### src/rtl/iir_coeff_loader.sv
// IIR biquad coefficient loader: GPIO-written shadow bank, atomic transfer to the active bank on a sample tick.
// Optional stability screening of a1/a2 is enabled by defining IIR_COEFF_STABILITY_CHECK_EN.
module iir_coeff_loader #(
    parameter int COEFF_WIDTH = 32,
    parameter int LOG_A0      = COEFF_WIDTH - 2
) (
    input  logic                   clk,
    input  logic                   rst,
    input  logic [2:0]             gpio_addr,
    input  logic [COEFF_WIDTH-1:0] gpio_data,
    input  logic                   gpio_we,
    input  logic                   commit,
    input  logic                   sample_tick,
    output logic [COEFF_WIDTH-1:0] b0,
    output logic [COEFF_WIDTH-1:0] b1,
    output logic [COEFF_WIDTH-1:0] b2,
    output logic [COEFF_WIDTH-1:0] a1,
    output logic [COEFF_WIDTH-1:0] a2,
    output logic [COEFF_WIDTH-1:0] gain,
    output logic                   busy,
    output logic                   commit_ack,
    output logic                   reject,
    output logic                   wr_drop
);

    typedef enum logic [1:0] {
        IDLE,
        CHECK,
        PENDING
    } state_t;

    state_t state;
    state_t state_nxt;

    logic [COEFF_WIDTH-1:0] shadow [6];

    logic we_ok;
    logic we_drop;
    logic xfer;

`ifdef IIR_COEFF_STABILITY_CHECK_EN
    localparam int XW = COEFF_WIDTH + 2;
    localparam logic signed [XW-1:0] A0 = {{(XW-1){1'b0}}, 1'b1} << LOG_A0;

    logic signed [XW-1:0] a1_x;
    logic signed [XW-1:0] a2_x;
    logic signed [XW-1:0] a1_abs;
    logic signed [XW-1:0] a2_abs;
    logic                 check_pass;
    logic                 rej_nxt;

    // Two guard bits keep |most-negative| and A0 + a2 free of overflow.
    always_comb begin
        a1_x       = $signed({{2{shadow[3][COEFF_WIDTH-1]}}, shadow[3]});
        a2_x       = $signed({{2{shadow[4][COEFF_WIDTH-1]}}, shadow[4]});
        a1_abs     = a1_x[XW-1] ? -a1_x : a1_x;
        a2_abs     = a2_x[XW-1] ? -a2_x : a2_x;
        check_pass = (a2_abs < A0) && (a1_abs < (A0 + a2_x));
    end
`endif

    always_comb begin
        state_nxt = state;
        we_ok     = 1'b0;
        we_drop   = 1'b0;
        xfer      = 1'b0;
`ifdef IIR_COEFF_STABILITY_CHECK_EN
        rej_nxt   = 1'b0;
`endif
        case (state)
            IDLE: begin
                if (gpio_we) begin
                    if (gpio_addr <= 3'd5) we_ok = 1'b1;
                    else                   we_drop = 1'b1;
                end
                if (commit) state_nxt = CHECK;
            end
            CHECK: begin
                we_drop = gpio_we;
`ifdef IIR_COEFF_STABILITY_CHECK_EN
                if (check_pass) begin
                    state_nxt = PENDING;
                end else begin
                    state_nxt = IDLE;
                    rej_nxt   = 1'b1;
                end
`else
                state_nxt = PENDING;
`endif
            end
            PENDING: begin
                we_drop = gpio_we;
                if (sample_tick) begin
                    xfer      = 1'b1;
                    state_nxt = IDLE;
                end
            end
            default: state_nxt = IDLE;
        endcase
    end

    always_ff @(posedge clk) begin
        if (rst) state <= IDLE;
        else     state <= state_nxt;
    end

    always_ff @(posedge clk) begin
        if (rst) begin
            for (int unsigned i = 0; i < 6; i++) shadow[i] <= '0;
        end else if (we_ok) begin
            for (int unsigned i = 0; i < 6; i++)
                if (gpio_addr == 3'(i)) shadow[i] <= gpio_data;
        end
    end

    // All six active words move on the same edge so the filter never sees a mixed bank.
    always_ff @(posedge clk) begin
        if (rst) begin
            b0   <= '0;
            b1   <= '0;
            b2   <= '0;
            a1   <= '0;
            a2   <= '0;
            gain <= '0;
        end else if (xfer) begin
            b0   <= shadow[0];
            b1   <= shadow[1];
            b2   <= shadow[2];
            a1   <= shadow[3];
            a2   <= shadow[4];
            gain <= shadow[5];
        end
    end

    always_ff @(posedge clk) begin
        if (rst) begin
            commit_ack <= 1'b0;
            wr_drop    <= 1'b0;
        end else begin
            commit_ack <= xfer;
            wr_drop    <= we_drop;
        end
    end

`ifdef IIR_COEFF_STABILITY_CHECK_EN
    always_ff @(posedge clk) begin
        if (rst) reject <= 1'b0;
        else     reject <= rej_nxt;
    end
`else
    assign reject = 1'b0;
`endif

    assign busy = (state != IDLE);

endmodule

### config.mk
export PLATFORM = sky130hd
export DESIGN_NAME = iir_coeff_loader
export DESIGN_NICKNAME = d
export VERILOG_FILES = /design/src/rtl/iir_coeff_loader.sv
export SDC_FILE = /design/constraint.sdc
export NUM_CORES = 1
export LEC_CHECK = 0
export CAP_MARGIN = 10
export CELL_PAD_IN_SITES_DETAIL_PLACEMENT = 1
export CELL_PAD_IN_SITES_GLOBAL_PLACEMENT = 2
export CORE_MARGIN = 2
export CORE_UTILIZATION = 37
export DETAILED_ROUTE_END_ITERATION = 12
export GPL_TIMING_DRIVEN = 0
export PLACE_DENSITY_LB_ADDON = 0.1
export SYNTH_ARGS = -nofsm -noshare
export SYNTH_HDL_FRONTEND = slang
export SYNTH_SLANG_ARGS = --single-unit
export TNS_END_PERCENT = 1
### constraint.sdc
create_clock -name clk -period 5.1 [get_ports clk]
set_input_delay 1.02 -clock clk [delete_from_list [all_inputs] [get_ports clk]]
set_output_delay 1.02 -clock clk [all_outputs]
set_load 0.1 [all_outputs]
### Yosys cells after proc, flatten, opt, wreduce, memory -nomap -nowiden

Memory sizes are Yosys's and may differ from the RTL's. A register that Yosys moved wholly into a read port is not among the register bits.
Index checks and enable logic that the tools add are counted.

* register bits: 4
* latch bits: 0
* bits in writable memories: 192
* ROM bits: 0
* memories kept: 1

* add/subtract/negate cells: 0
* multiply operators: 0
* divide/modulo/power cells: 0
* order comparisons: 1
* equality and inequality tests: 9
* shift-type cells: 0
* muxes and demuxes: 43
* bitwise logic cells: 6
* reduce and logical (&&, ||, !) cells: 5

Memory list
* shadow: depth 6, bits a word 32, rd ports 6, clocked after Yosys merged registers in 6, wr ports 6, RTL line 35 `logic [COEFF_WIDTH-1:0] shadow [6];`

Operator list (count)
* 2-to-1 mux 32 bit: 6
* 2-to-1 mux 1 bit: 33
* == test 3 x 2 -> 1 bit, second input constant: 2
* == test 3 bit, second input constant: 2
* OR 1 bit: 6
* case mux 2 bit (3 select lines): 1
* 2-to-1 mux 2 bit: 2
* inequality test 2 bit, second input constant: 2
* == test 3 x 1 -> 1 bit, second input constant: 1
* <= comparator 3 bit, second input constant: 1
* logical NOT 3 bit: 1
* == test 2 x 1 -> 1 bit, second input constant: 1
* == test 2 bit, second input constant: 1
* logical NOT 2 bit: 1
* case mux 1 bit (2 select lines): 1
* AND reduction 2 bit: 1
* nonzero test 2 bit: 1
* OR reduction 2 bit: 1

### Logic depth before layout (Yosys ltp)

* word-level depth: 8
* gate-level depth with buffers: 7
* gate-level depth less buffers: 5

### Least setup slack after synthesis

OpenSTA, ideal clock, no wires.

* path kind: input -> register
* start point: in gpio_addr[2]
* end point: mem shadow[0][0] (enable)
* arrival: 2839 ps
* required time: 4672 ps
* setup slack: 1833 ps
* cell stages on the path: 2
* cells stage by stage: nand4bb_1 -> o21bai_1

RTL lines
* from (decl): RTL line 9 `input logic [2:0] gpio_addr,`
* to (decl): RTL line 35

### Worst setup path after layout

* start point: reg state[0]
* end point: out busy

* word-level cells in the longest chain between the ends: 1

Ends and longest elaborated chain
* from (decl): RTL line 32 `state_t state;`
* from (signal assigned): RTL line 104 `else state <= state_nxt;`
* nonzero test 2 bit: RTL line 154 `assign busy = (state != IDLE);`
* to (decl): RTL line 20 `output logic busy,`

Every way passes these cells.

==> flow_summary_export.csv <==
group,metric,value,unit
worst_setup_path,slowest_delay,1.14,ns
sta,rsz0062_at_grt,"false",
worst_setup_path,r2r-start,"state[0]",
die,pin_count,236,
cts,postCtsSetupBuffers,0,
synthesis,ys.flop_type,"dfxtp_1",
die,dieArea,39300,um^2
global_route,antenna_found_initial,2,
detailed_routing,routed-wl-met2,20100,um
worst_setup_path,rrSetupSlack,2.73,ns
cts,cts_max_path_buffers,3,
detailed_routing,drt_iter0_markers,425,
synthesis,synth_area,14000,um^2
sta,relSlewSlack,26.4,%
cts,clock_sinks,388,
global_route,grt_max_degree,23,
synthesis,synth.avg_cell_area,10.9,um^2
cts,numCtsBuffers,43,
power,power_leakage,6.49,nW
worst_setup_path,arrival,2.54,ns
cts,cts_tree,"built",
synthesis,synth_seq_cells,388,
cells_and_area,final_cell_count_no_fill,2107,
cts,root_buffer,"clkbuf_16",
power,peakVddDrop,0.000382,V
cts,htreeDepth,2,
detailed_routing,routed.top_layer,"met4",
cells_and_area,drive_gt1_share,6.95,%
synthesis,yosysSeqAreaShare,69.5,%
die,core_area,37400,um^2
detailed_routing,drc_errors,0,
worst_setup_path,crit_start,"state[0]",
cells_and_area,nets,1608,
detailed_routing,viasPerCell,4.71,
placed_design,place.gp.congestion,0.764,
worst_setup_path,required,4.08,ns
sta,period_share,69.7,%
die,rows,71,
power,power_density,428,nW/um^2
synthesis,netlist_instances,1280,
synthesis,synth-edff-count,192,
worst_hold_path,holdCritStartpoint,"b0[17]",
worst_setup_path,critPathLaunchType,"flip-flop",
worst_setup_path,path_class,"reg2out",
detailed_routing,vias,9919,
die,fp.dieW,198,um
detailed_routing,totalWireLength,41900,um
worst_setup_path,cp_slowest_cell,"clkdlybuf4s50_1",
synthesis,yosys_warnings,0,
cts,ctsResizeCount,0,
detailed_routing,wl_met3,2150,um
placed_design,post-place-cells,2029,
sta,fmax,281,MHz
worst_hold_path,hold_path_class,"reg2reg",
global_route,grt_pass1_wl,63200,um
sta,drv_slew,0,
cts,clk_pin_slew,0.05,ns
placed_design,port_buffers,232,
sta,tightest_slew,1.10,ns
sta,period_minus_slack,3.56,ns
worst_setup_path,cp_cell_sequence,"inv_1, ha_1, inv_1, clkdlybuf4s50_1",
sta,finalHoldViolCount,0,
cts,insertion_delay,0.54,ns
global_route,grt_overflow_total,0,
placed_design,dp_hpwl,29800,um
outcome,outcome,"finished, final reports clean",
detailed_routing,first_pass_iters,4,
synthesis,synth-async-reset-ratio,0,%
die,die_h,198,um
global_route,track_usage,21.8,%
worst_setup_path,crit_top_cell,"inv_1",
global_route,grt_pass1_vias,10300,
cells_and_area,syn_to_final_growth,32.8,%
detailed_routing,wl_per_cell,19.9,um
cells_and_area,antenna-diode-count,0,
detailed_routing,detail_route.wirelength.met1,18900,um
power,power,7.93,mW
sta,fin_skew,0.0215,ns
synthesis,syn_nets,1325,
placed_design,pre_cts_ws,1.81,ns
synthesis,synth_cell_types,24,
cts,postCtsHoldBufs,0,
die,initial_core_util,37.3,%
job,drv_cap,0,
worst_setup_path,crit_fanout,5,
sta,finalWorstSetupSlack,1.54,ns
worst_setup_path,cp-end-kind,"primary output",
detailed_routing,final_antenna_net_count,0,
sta,setup_viol_count_final,0,
==> report_power, final <==
| group | switching (mW) | internal, mW |
|---|---|---|
| Sequential | 0.0732 | 3.45 |
| Combinational | 1.03 | 0.295 |
| Clock | 1.22 | 1.86 |
| Total | 2.33 | 5.60 |
==> critical path, delay by kind of cell (launching register included) <==
family | cells | cell delay [ns]
fa+ha+maj | 1 | 0.27
flops | 1 | 0.38
buf+inv | 3 | 1.36
==> registers in the layout, indices dropped and copies added, names as in the netlist, 2 cells and up <==
signal,cells
b0,32
a1,32
state,2
gain,32
a2,32
b1,32
shadow,192
b2,32
==> per-stage QoR <==
| step | area (um^2) | hold slack [ns] | setup TNS, ns | utilization (%) |
|---|---|---|---|---|
| after CTS | 18500 | 0.457 | 0 | 49.5 |
| after global routing | 18500 | 0.474 | 0 | 49.5 |
| after detailed placement | 17100 | 0.446 | 0 | 45.8 |
| after floorplan | 14000 | 0.471 | 0 | - |
| final | 18500 | 0.455 | 0 | 49.5 |
| after global placement | 16900 | 0.442 | -0.464 | 45.2 |
==> Yosys cell counts (all sizes together) (2+ instances only) <==
cell type	count	area (um^2)
nand4b	2	17.5
inv	5	18.8
mux2i	2	20.0
nand2b	5	31.3
nor2	4	15.0
clkbuf	52	213
o21bai	6	45.0
ha	5	62.6
dfxtp	196	3920
buf	33	156
edfxtp	192	5770
nor3	3	30.0
a21oi	192	961
and2	193	1210
nand2	385	1450
==> cell type report <==
class | count | area (um^2)
Timing Repair Buffer | 238 | 2470
Inverter | 5 | 18.8
Sequential cell | 388 | 9690
Clock inverter | 12 | 159
Clock buffer | 66 | 1230
Fill cell | 4054 | 18900
Tap cell | 511 | 639
Buffer | 85 | 369
Multi-Input combinational cell | 802 | 3940
==> kinds of logic after synthesis <==
group,Yosys count,share of synthesized area [%]
buffers and inverters,90,2.78
muxes,2,0.144
AOI/OAI and AO/OA,200,7.32
DFF,388,69.5
and+or+nand+nor,594,19.8
adders and majority gates,5,0.448
other,1,0.0269
==> metal layers <==
metal / global-route usage, % / vias to the layer above
met4: 5.07 / 0
met5: 0 / -
met1: 29.3 / 4859
met3: 4.21 / 46
met2: 36.3 / 214
li1: - / 4800
==> cell usage in the layout, fill, tap and decap left out, drive strengths merged <==
cell and n:
bufinv 4, nand2b 5, clkinv 7, dfxtp 196, o21bai 6, nand2 385, clkdlybuf4s50 232, nand4bb 1
a31oi 1, conb 1, clkbuf 118, mux2i 2, nand4b 2, a21oi 192, inv 6, and2 193
nor2 4, nor4b 1, a2bb2oi 1, nor3 3, edfxtp 192, buf 39, ha 5
==> worst paths after layout <==
path	endpoint	depth (start not counted)
max	busy	4
min	b0[17]	2
max reg2reg	shadow[0][12]	6
min reg2reg	b0[17]	2
Note: power is estimated with default switching activity, not from simulation.
